### src/rtl/fetch_queue.sv
// fetch_queue: PC generator plus instruction queue between the instruction ROM and decode.
//
// The block drives the PC register onto pc_o and reads a combinational ROM through instr_i.
// In RUN it writes each fetched {instruction, PC} pair into a DEPTH-entry circular queue.
// The queue head goes to decode over a valid/ready handshake, so a decode stall does not
// stop fetch until the queue is full. start_i loads the PC and flushes the queue. branch_i
// in RUN redirects the PC and also flushes the queue.
//
// Ports
//   clk              rising-edge clock
//   rst_n_i          asynchronous active-low reset
//   start_i          hold PC at start_address_i, flush queue
//   start_address_i  load address while start_i is high
//   branch_i         one-cycle redirect request (honoured in RUN only)
//   branchloc_i      branch target
//   pc_o             ROM address (the PC register)
//   instr_i          ROM data for pc_o, same cycle
//   valid_o          queue head valid
//   ready_i          decode accepts head
//   instr_o          head instruction
//   instr_pc_o       PC of head instruction
//   count_o          queue occupancy
//   running_o        high in RUN
module fetch_queue #(
  parameter int unsigned PC_WIDTH    = 16,
  parameter int unsigned INSTR_WIDTH = 9,
  parameter int unsigned DEPTH       = 4
) (
  input  logic                         clk,
  input  logic                         rst_n_i,
  input  logic                         start_i,
  input  logic [PC_WIDTH-1:0]          start_address_i,
  input  logic                         branch_i,
  input  logic [PC_WIDTH-1:0]          branchloc_i,
  output logic [PC_WIDTH-1:0]          pc_o,
  input  logic [INSTR_WIDTH-1:0]       instr_i,
  output logic                         valid_o,
  input  logic                         ready_i,
  output logic [INSTR_WIDTH-1:0]       instr_o,
  output logic [PC_WIDTH-1:0]          instr_pc_o,
  output logic [$clog2(DEPTH+1)-1:0]   count_o,
  output logic                         running_o
);

  localparam int unsigned PTR_W = $clog2(DEPTH);
  localparam int unsigned CNT_W = $clog2(DEPTH+1);

  localparam logic [1:0] ST_IDLE = 2'd0;
  localparam logic [1:0] ST_LOAD = 2'd1;
  localparam logic [1:0] ST_RUN  = 2'd2;

  logic [1:0]             r_state, w_state_nxt;
  logic [PC_WIDTH-1:0]    r_pc, w_pc_nxt;
  logic [PTR_W-1:0]       r_head, w_head_nxt;
  logic [PTR_W-1:0]       r_tail, w_tail_nxt;
  logic [CNT_W-1:0]       r_count, w_count_nxt;

  logic [INSTR_WIDTH-1:0] r_instr_mem [DEPTH];
  logic [PC_WIDTH-1:0]    r_pc_mem    [DEPTH];

  logic w_run;
  logic w_pop;
  logic w_branch;
  logic w_push;
  logic w_not_full;

  assign w_run      = (r_state == ST_RUN) && !start_i;
  assign w_pop      = valid_o && ready_i;
  assign w_branch   = w_run && branch_i;
  assign w_not_full = (r_count < CNT_W'(DEPTH));
  // A pop frees a slot in the same cycle, so a full queue can still accept a push.
  assign w_push     = w_run && !branch_i && (w_not_full || w_pop);

  always_comb begin
    w_state_nxt = r_state;
    w_pc_nxt    = r_pc;
    w_head_nxt  = r_head;
    w_tail_nxt  = r_tail;
    w_count_nxt = r_count;
    if (start_i) begin
      w_state_nxt = ST_LOAD;
      w_pc_nxt    = start_address_i;
      w_head_nxt  = '0;
      w_tail_nxt  = '0;
      w_count_nxt = '0;
    end else begin
      if (r_state == ST_LOAD) begin
        w_state_nxt = ST_RUN;
      end
      if (w_branch) begin
        // A concurrent pop still completes at decode; the flush discards everything else.
        w_pc_nxt    = branchloc_i;
        w_head_nxt  = '0;
        w_tail_nxt  = '0;
        w_count_nxt = '0;
      end else begin
        if (w_push) begin
          w_tail_nxt = r_tail + PTR_W'(1);
          w_pc_nxt   = r_pc + PC_WIDTH'(1);
        end
        if (w_pop) begin
          w_head_nxt = r_head + PTR_W'(1);
        end
        case ({w_push, w_pop})
          2'b10:   w_count_nxt = r_count + CNT_W'(1);
          2'b01:   w_count_nxt = r_count - CNT_W'(1);
          default: w_count_nxt = r_count;
        endcase
      end
    end
  end

  always_ff @(posedge clk or negedge rst_n_i) begin
    if (!rst_n_i) begin
      r_state <= ST_IDLE;
      r_pc    <= '0;
      r_head  <= '0;
      r_tail  <= '0;
      r_count <= '0;
    end else begin
      r_state <= w_state_nxt;
      r_pc    <= w_pc_nxt;
      r_head  <= w_head_nxt;
      r_tail  <= w_tail_nxt;
      r_count <= w_count_nxt;
    end
  end

  // Entries are cleared on reset so the head outputs read as zero out of reset.
  always_ff @(posedge clk or negedge rst_n_i) begin
    if (!rst_n_i) begin
      for (int i = 0; i < int'(DEPTH); i++) begin
        r_instr_mem[i] <= '0;
        r_pc_mem[i]    <= '0;
      end
    end else if (w_push) begin
      r_instr_mem[r_tail] <= instr_i;
      r_pc_mem[r_tail]    <= r_pc;
    end
  end

  assign pc_o       = r_pc;
  assign valid_o    = (r_count != '0);
  assign instr_o    = r_instr_mem[r_head];
  assign instr_pc_o = r_pc_mem[r_head];
  assign count_o    = r_count;
  assign running_o  = (r_state == ST_RUN);

endmodule

### config.mk
export PLATFORM = sky130hd
export DESIGN_NAME = fetch_queue
export DESIGN_NICKNAME = d
export VERILOG_FILES = /design/src/rtl/fetch_queue.sv
export SDC_FILE = /design/constraint.sdc
export NUM_CORES = 1
export LEC_CHECK = 0
export BUFFER_PORTS_ARGS = -buffer_cell sky130_fd_sc_hd__buf_2
export CAP_MARGIN = 25
export CORE_MARGIN = 10
export CORE_UTILIZATION = 55
export DETAILED_ROUTE_END_ITERATION = 10
export PLACE_DENSITY = 0.77
export SETUP_SLACK_MARGIN = 0.05
export SYNTH_ARGS = -nofsm -noshare
export SYNTH_HDL_FRONTEND = slang
export SYNTH_SLANG_ARGS = --single-unit
### constraint.sdc
create_clock -name clk -period 4 [get_ports clk]
set_input_delay 0.4 -clock clk [delete_from_list [all_inputs] [get_ports clk]]
set_output_delay 0.4 -clock clk [all_outputs]
set_load 0.01 [all_outputs]
==> Word-level counts from Yosys, hierarchy flattened <==
Index checks and enable logic that the tools add are counted.
{ "totals": {"regBits": 125, "input_bits": 46, "wordCells": 68} }
{ "classes": {"mux": 26, "n_eq_ne": 4, "reduce_logical": 14, "magnitude_cmp": 4, "addsub": 5, "bitwise": 2} }
{ "ops": {"columns": ["cell", "count"], "rows": [
  ["two-way mux 16 bit", 6],
  ["bitwise mux 64 bit", 1],
  ["bitwise mux 36 bit", 1],
  ["binary-select mux 16 bit (select 2 bit)", 1],
  ["demux 16 bit (select 2 bit)", 1],
  ["two-way mux 9 bit", 3],
  ["binary-select mux 9 bit (select 2 bit)", 1],
  ["demux 9 bit (select 2 bit)", 1],
  ["adder 16 x 1 -> 16 bit, second input constant", 1],
  ["two-way mux 2 bit", 8],
  ["nonzero test 3 bit", 3],
  [">= comparator 3 bit, second input constant", 2],
  ["logical AND 1 bit", 6],
  ["two-way mux 3 bit", 2],
  ["inverter 2 -> 3 bit", 2],
  ["one-hot mux 3 bit (2 select lines)", 1],
  ["adder 2 x 1 -> 2 bit, second input constant", 2],
  ["== test 2 x 1 -> 1 bit, second input constant", 2],
  ["== test 2 bit, second input constant", 2],
  ["nonzero test 4 bit", 1],
  ["adder 3 x 1 -> 3 bit, second input constant", 1],
  ["less-than comparator 3 x 1 -> 1 bit, second input constant", 1],
  ["less-than comparator 3 bit, second input constant", 1],
  ["subtractor 3 x 1 -> 3 bit, second input constant", 1],
  ["3 further kinds", 4]
]} }

==> Depth between registers and ports, before layout <==
Gate-level depths: netlist of the first run.
{ "logic_depth": {"word_depth": 8, "depth_mapped": 10} }

==> Worst setup path after synthesis of the first run <==
OpenSTA, ideal clock, no wires.
{ "synth_path": {"path_kind": "in2reg", "startpoint": "input start_i", "endpoint": "register r_count[2] (netlist: count_o[2])", "setup_ns": 0.078, "path_buffers": 2, "stages": 10, "t_arrival_ns": 2.390, "slack_ns": 1.532, "t_required_ns": 3.922, "path_cell_list": "buf_6 -> nor4b_4 -> and2_1 -> buf_4 -> inv_1 -> ha_1 -> fa_1 -> xnor2_1 -> or3_1 -> a21oi_1"} }
{ "synth_between": {"elab_chain_len": 8} }
{ "synth_lines": {"columns": ["item", "line_no", "source"], "rows": [
  ["start, declared", "31", "input logic start_i,"],
  ["logical NOT 1 bit", "67", "assign w_run = (r_state == ST_RUN) && !start_i;"],
  ["logical AND 1 bit", "67", null],
  ["logical AND 1 bit (2 in a row)", "72", "assign w_push = w_run && !branch_i && (w_not_full || w_pop);"],
  ["== test 2 x 1 -> 1 bit / == test 2 bit (equally long branches)", "104", "case ({w_push, w_pop})"],
  ["one-hot mux 3 bit (2 select lines)", "104", null],
  ["two-way mux 3 bit", "90", "if (w_branch) begin"],
  ["two-way mux 3 bit", "80", "if (start_i) begin"],
  ["end signal, assigned", "125", "r_count <= w_count_nxt;"],
  ["end, declared", "56", "logic [CNT_W-1:0] r_count, w_count_nxt;"]
]} }
Parallel ways exist; a longest one is shown, timed or not.
A chain may end at the register's enable or synchronous reset.

==> Worst setup path after layout of the first run <==
{ "layout_path": {"startpoint": "register r_state[0]", "endpoint": "register r_count[2] (netlist: count_o[2])"} }
{ "layout_between": {"elab_chain_len": 8} }
{ "layout_lines": {"columns": ["item", "line_no", "source"], "rows": [
  ["start, declared", "52", "logic [1:0] r_state, w_state_nxt;"],
  ["start signal, assigned", "121", "r_state <= w_state_nxt;"],
  ["== test 2 bit (*)", "67", null],
  ["logical AND 1 bit (*)", "67", null],
  ["logical AND 1 bit (2 in a row)", "72", null],
  ["== test 2 x 1 -> 1 bit / == test 2 bit (equally long branches)", "104", null],
  ["one-hot mux 3 bit (2 select lines)", "104", null],
  ["two-way mux 3 bit", "90", null],
  ["two-way mux 3 bit", "80", null]
]} }
Every way passes the cells marked *; elsewhere a longest branch is shown, timed or not.

==> impl_metrics.py, run 1 <==
metrics = {
    "placement": {
        "dpl-instance-area_um2": 6626,
        "post-place-cells": 654,
        "placement.io_buffers": 91,
        "sum_of_net_half_perimeters_after_detailed_placement_um": 9782,
        "gp_routability_congestion": 0.8747,
    },
    "sta": {
        "final_max_slew_viol_count": 0,
        "tightest_slew_ns": 1.027,
        "max_frequency_mhz": 349.1,
        "final.hold.worst_slack_ns": 0.02553,
        "setup-violations-final": 0,
        "grt_setup_unrepaired": "false",
        "final.setup_skew_ns": 0.007001,
        "layout_worst_path_cycle_share_pct": 71.61,
        "final_period_minus_worst_setup_slack_ns": 2.864,
        "setup-tns-final_ns": 0,
        "slew_headroom_pct": 31.55,
        "timing_hold_violations_final": 0,
    },
    "power": {
        "comb_power_share_pct": 17.2,
        "power.internal_mw": 2.608,
        "power.sequential.fraction_pct": 43.2,
        "static-leakage-power_nw": 3.489,
        "power.ir.vdd_worst_mv": 0.2899,
        "clock_power_share_pct": 39.6,
        "p_switching_mw": 0.9333,
        "power-per-cell-area_nw_per_um2": 491.8,
        "swShare_pct": 26.36,
    },
    "cts": {
        "cts_root_buf": "clkbuf_16",
        "postCtsHoldBufs": 0,
        "post_cts.repair.setup_buffers": 0,
        "cts_buffer_depth": 2,
        "cts.htree.levels": 4,
        "post_cts_resize_count": 0,
        "cts_tree": "yes",
        "clk_pin_slew_worst_paths_ns": 0.05,
        "clock_latency_ns": 0.40,
        "clock_sink_count": 125,
        "cts_made_buffers": 17,
    },
    "worst_setup_path": {
        "cp_max_fo": 9,
        "worst-path-buf-inv": 1,
        "timing.critical_path.to_type": "flop",
        "cp_cell_sequence": "nor4b_4 -> and2_1 -> inv_1 -> ha_1 -> fa_1 -> xnor2_1 -> or3_1 -> a21oi_1",
        "critical-path-slowest-cell": "and2_1",
        "worst-endpoint-arrival_ns": 3.18,
        "criticalPathCategory": "flop to flop",
        "critPathMaxStageDelay_ns": 0.53,
        "crit_path_start_kind": "flop",
        "crit_family": "simple AND/OR/NAND/NOR gates",
        "crit_required_ns": 4.32,
    },
    "final_layout": {
        "layout-drive-gt1-share_pct": 48.26,
        "fin_cells": 687,
        "design.final.nets": 588,
        "layout_common_cells": "124 x dfrtp_1, 98 x mux2_2, 90 x buf_2",
        "area_growth_syn_to_layout_pct": 14.48,
        "layout.cells.most_common": "dfrtp_1",
        "stdcell_area_um2": 7199,
        "finish.utilization_pct": 65.27,
        "antenna-diode-count": 0,
    },
    "detailed_routing": {
        "vias_per_cell": 6.074,
        "num_vias": 4173,
        "detail_route.drc_violations": 0,
        "drt_iter0_drc": 382,
        "route.detailed.wl_per_inst_um": 21.46,
        "antenna_left": 0,
        "drt_pass1_iterations": 7,
        "routed_wirelength_um": 14740,
    },
    "grt": {
        "grt_pass1_vias": 4416,
        "grt_antenna_before_repair": 0,
        "grt_start_max_net_pins": 54,
        "global_routing_usage_summed_across_all_routing_layers_pct": 18.45,
        "wire_length_of_the_first_global_routing_pass_um": 23820,
        "grt_overflow": 0,
    },
    "yosys": {
        "yosysWarnings": 0,
        "ys_types": 61,
        "ys_ff_latch": 125,
        "avgSynthCellArea_um2": 13.91,
        "synthesis.nets": 505,
        "synth_cells": 452,
        "synthArstFlopShare_pct": 100.0,
        "yosysSeqAreaShare_pct": 49.74,
        "mappedNetlistArea_um2": 6289,
        "synth_edf_count": 0,
        "postSynth.topFlopCell": "dfrtp_1",
    },
    "die": {
        "row_cnt": 38,
        "floorplan.die.width_um": 126.9,
        "start_util_pct": 57.01,
        "placeableCoreArea_um2": 11030,
        "die_area_um2": 16110,
        "fp.dieH_um": 126.9,
        "num_io_pins": 92,
    },
    "hold_path": {
        "hold_class": "input port to async pin",
    },
    "run": {
        "drv.max_cap_violation_count": 0,
    },
    "run_status": {
        "outcome": "finished, final reports clean",
    },
}
==> flip-flops by register name (all words and copies together) (netlist names) <==
register / cells
r_pc_mem: 64
r_instr_mem: 36
pc_o: 16
count_o: 3
r_head: 2
r_state: 2
r_tail: 2
==> path summary, 6_finish.rpt <==
kind | startpoint | end | slack (ns) | cells past startpoint
setup / recovery | r_state[0]$_DFFE_PN0P_ | count_o[2]$_DFFE_PN0P_ | 1.14 | 8
hold / removal | rst_n_i | r_instr_mem[11]$_DFFE_PN0P_ | 0.03 | 1
setup reg to reg | r_state[0]$_DFFE_PN0P_ | count_o[2]$_DFFE_PN0P_ | 1.14 | 8
hold reg to reg | r_pc_mem[41]$_DFFE_PN0P_ | r_pc_mem[41]$_DFFE_PN0P_ | 0.50 | 1
min in group clk | start_address_i[11] | pc_o[11]$_DFFE_PN0P_ | 0.22 | 3
max in group asynchronous | rst_n_i | r_pc_mem[44]$_DFFE_PN0P_ | 3.00 | 2
==> final cells by class <==
| cell class | instances | area (um2) |
|---|---|---|
| clock buffer | 24 | 481.7 |
| clock inverter | 7 | 63.81 |
| fill | 832 | 3831 |
| inverter | 8 | 30.03 |
| multi-input combinational | 284 | 2789 |
| sequential | 125 | 3129 |
| tap | 140 | 175.2 |
| timing repair buffer | 99 | 530.5 |
==> per-stage QoR <==
step / setup WS, ns / total power [mW]
after global routing: 0.9930 / 3.699
after floorplan: 1.532 / 1.924
final: 1.136 / 3.541
after CTS: 1.128 / 3.568
after detailed placement: 0.9005 / 2.157
after global placement: 0.9982 / 2.126
==> worst reg2reg max path: stages, from the launching register on <==
cell and delay (ns):
dfrtp_1 0.46, nor4b_4 0.36, and2_1 0.53, inv_1 0.16, ha_1 0.27, fa_1 0.38
xnor2_1 0.15, or3_1 0.31, a21oi_1 0.16
==> cells by family after synthesis <==
family,share of synthesized area (%)
and+or+nand+nor,8.197
muxes,27.36
xor gates and xnor gates,1.393
buffers and inverters,5.909
adders and majority gates,1.512
AOI/OAI and AO/OA,5.889
DFF,49.74
==> per-layer routing <==
metal	vias up	GRT usage, %	wire, um
met1	2142	22.68	6102
met2	159	30.65	7568
met3	22	5.081	821
met4	0	6.162	247
li1	1850	-	-
met5	-	0	0
==> synthesized netlist by cell type (3+ instances only) <==
cell type | n | area (um2)
mux2_2 | 98 | 1104
nand2_4 | 4 | 45.04
buf_2 | 3 | 15.01
clkbuf_1 | 9 | 33.78
buf_6 | 12 | 135.1
nor2_1 | 24 | 90.09
a221oi_1 | 5 | 43.79
xnor2_1 | 7 | 61.31
nand3_1 | 9 | 45.04
xor2_1 | 3 | 26.28
o2bb2ai_1 | 4 | 35.03
or4_1 | 3 | 22.52
inv_1 | 7 | 26.28
mux4_2 | 25 | 563.0
o31ai_1 | 6 | 45.04
nor3_1 | 6 | 30.03
nand4_1 | 3 | 18.77
mux2_1 | 3 | 33.78
o21ai_0 | 9 | 45.04
and3_1 | 4 | 25.02
ha_1 | 6 | 75.07
a21oi_1 | 9 | 45.04
dfrtp_1 | 125 | 3128
clkbuf_8 | 5 | 68.82
o211ai_1 | 3 | 22.52
nand2_1 | 12 | 45.04
==> power groups by stage <==
stage	logic, mW	registers [mW]	clock network (mW)
2_1_floorplan	0.442	1.48	0
3_3_place_gp	0.590	1.54	0
3_5_place_dp	0.606	1.55	0
4_1_cts	0.613	1.53	1.42
5_1_grt	0.669	1.55	1.48
6_report	0.607	1.53	1.40
Power figures use the tool's default switching activity.
==> run 2, diff against run 1 <==
- clock period: 4 -> 2.7 ns (I/O delays scaled with it)
==> impl_metrics.py, run 2 (synthesis gave the netlist of run 1 again) <==
metrics = {
    "run_status": {
        "outcome": "finished, final reports clean",
    },
    "final_layout": {
        "largest_register": "r_pc_mem",
        "stdcell_area_um2": 7292,
        "layout.cells.most_common": "dfrtp_1",
        "area_growth_syn_to_layout_pct": 15.96,
        "layout_common_cells": "124 x dfrtp_1, 98 x mux2_2, 90 x buf_2",
        "largest_register_ffs": 64,
        "layout-drive-gt1-share_pct": 49.09,
        "design.final.nets": 590,
        "fin_cells": 690,
        "antenna-diode-count": 0,
    },
    "worst_setup_path": {
        "worst-r2r-setup-slack_ns": 0.25,
        "crit_path_start_kind": "flop",
        "crit_required_ns": 3.02,
        "timing.critical_path.to_type": "flop",
        "worst-endpoint-arrival_ns": 2.77,
        "cp_max_fo": 7,
        "criticalPathCategory": "flop to flop",
    },
    "placement": {
        "dpl_worst_slack_ns": 0.2865,
        "post-place-cells": 657,
        "gp_routability_congestion": 0.9093,
        "dpl-instance-area_um2": 6674,
        "sum_of_net_half_perimeters_after_detailed_placement_um": 9762,
        "placement.io_buffers": 91,
    },
    "grt": {
        "grt_start_max_net_pins": 54,
        "global_routing_usage_summed_across_all_routing_layers_pct": 18.37,
        "grt_pass1_vias": 4463,
        "grt_antenna_before_repair": 0,
        "wire_length_of_the_first_global_routing_pass_um": 23690,
        "grt_overflow": 0,
    },
    "cts": {
        "cts.htree.levels": 4,
        "clock_sink_count": 125,
        "clock_latency_ns": 0.41,
        "cts_buffer_depth": 2,
        "cts_made_buffers": 17,
        "cts_root_buf": "clkbuf_16",
        "cts_tree": "yes",
        "clk_pin_slew_worst_paths_ns": 0.06,
    },
    "die": {
        "die_area_um2": 16110,
        "placeableCoreArea_um2": 11030,
        "row_cnt": 38,
        "fp.dieH_um": 126.9,
        "num_io_pins": 92,
        "start_util_pct": 57.01,
        "floorplan.die.width_um": 126.9,
    },
    "power": {
        "power.ir.vdd_worst_mv": 0.4071,
        "power-per-cell-area_nw_per_um2": 752.3,
        "post-layout-total-power_mw": 5.486,
        "static-leakage-power_nw": 3.525,
    },
    "detailed_routing": {
        "vias_per_cell": 5.983,
        "num_vias": 4128,
        "antenna_left": 0,
        "met2RoutedLength_um": 7395,
        "top_layer": "met4",
        "drt_iter0_drc": 377,
        "route.detailed.wl_per_inst_um": 21.31,
        "met1Wirelength_um": 6065,
        "met3WireLength_um": 913,
        "routed_wirelength_um": 14710,
        "detail_route.drc_violations": 0,
        "drt_pass1_iterations": 5,
    },
    "sta": {
        "final.setup_skew_ns": 0.008857,
        "timing_hold_violations_final": 0,
        "final_period_minus_worst_setup_slack_ns": 2.451,
        "setup-violations-final": 0,
        "max_frequency_mhz": 408.0,
        "grt_setup_unrepaired": "false",
        "layout_worst_path_cycle_share_pct": 90.79,
        "final_max_slew_viol_count": 0,
        "setup-tns-final_ns": 0,
        "worst_slack_ns": 0.2488,
        "slew_headroom_pct": 47.21,
        "tightest_slew_ns": 0.7918,
    },
    "hold_path": {
        "hold_class": "input port to flop",
    },
    "run": {
        "drv.max_cap_violation_count": 0,
    },
}
## run 2: cell count changes in the layout (fill, tap and decap cells not counted), sizes merged
| cell | previous run | this run |
|---|---|---|
| bufinv | 1 | 3 |
| buf | 99 | 100 |
| dlygate4sd3 | 0 | 1 |
| inv | 7 | 8 |
| clkinvlp | 0 | 2 |
| clkbuf | 24 | 18 |
| clkinv | 7 | 9 |
## run 2: layout make-up
type | instances | area, um2
clock buffer | 18 | 439.2
clock inverter | 14 | 168.9
fill | 781 | 3739
inverter | 8 | 30.03
multi-input combinational | 284 | 2789
sequential | 125 | 3129
tap | 140 | 175.2
timing repair buffer | 101 | 560.5
## run 2: path summary, 6_finish.rpt
path	from	end	depth (start not counted)
max in group asynchronous	rst_n_i	r_instr_mem[23]$_DFFE_PN0P_	3
worst max register to register	r_state[0]$_DFFE_PN0P_	count_o[2]$_DFFE_PN0P_	8
worst min register to register	r_pc_mem[21]$_DFFE_PN0P_	r_pc_mem[21]$_DFFE_PN0P_	1
worst min-delay path	start_address_i[0]	pc_o[0]$_DFFE_PN0P_	3
worst max-delay path	r_state[0]$_DFFE_PN0P_	count_o[2]$_DFFE_PN0P_	8
min in group asynchronous	rst_n_i	r_instr_mem[11]$_DFFE_PN0P_	2
## run 2: worst max-delay path, stage by stage, from the launching register on
cell,delay [ns]
dfrtp_1,0.46
nor4b_4,0.38
and2_1,0.20
inv_1,0.07
ha_1,0.23
fa_1,0.38
xnor2_1,0.15
or3_1,0.31
a21oi_1,0.18
## run 2: per-stage QoR
stage	utilization (%)	hold slack (ns)
detailed placement	60.50	0.3583
floorplan	-	-0.02559
global route	66.11	0.08318
CTS	66.11	0.07085
finish	66.11	0.07708
global placement	60.50	0.3429
## run 2: routing by layer
layer,vias up,track usage (%)
li1,1845,-
met1,2083,22.04
met2,163,30.71
met3,37,5.248
met4,0,6.832
met5,-,0
## run 2: what timing repair did
item                                   4_1_cts  5_1_grt
endpoints found under the hold margin       51        0
setup endpoints to repair                    0        0
resized for setup                            0        0
hold buffers                                 1        0
buffers inserted                             0        0
## run 2: power breakdown
part | total, mW | switching (mW) | internal, mW
logic | 0.907 | 0.428 | 0.480
registers | 2.26 | 0.202 | 2.06
clock network | 2.32 | 0.840 | 1.48
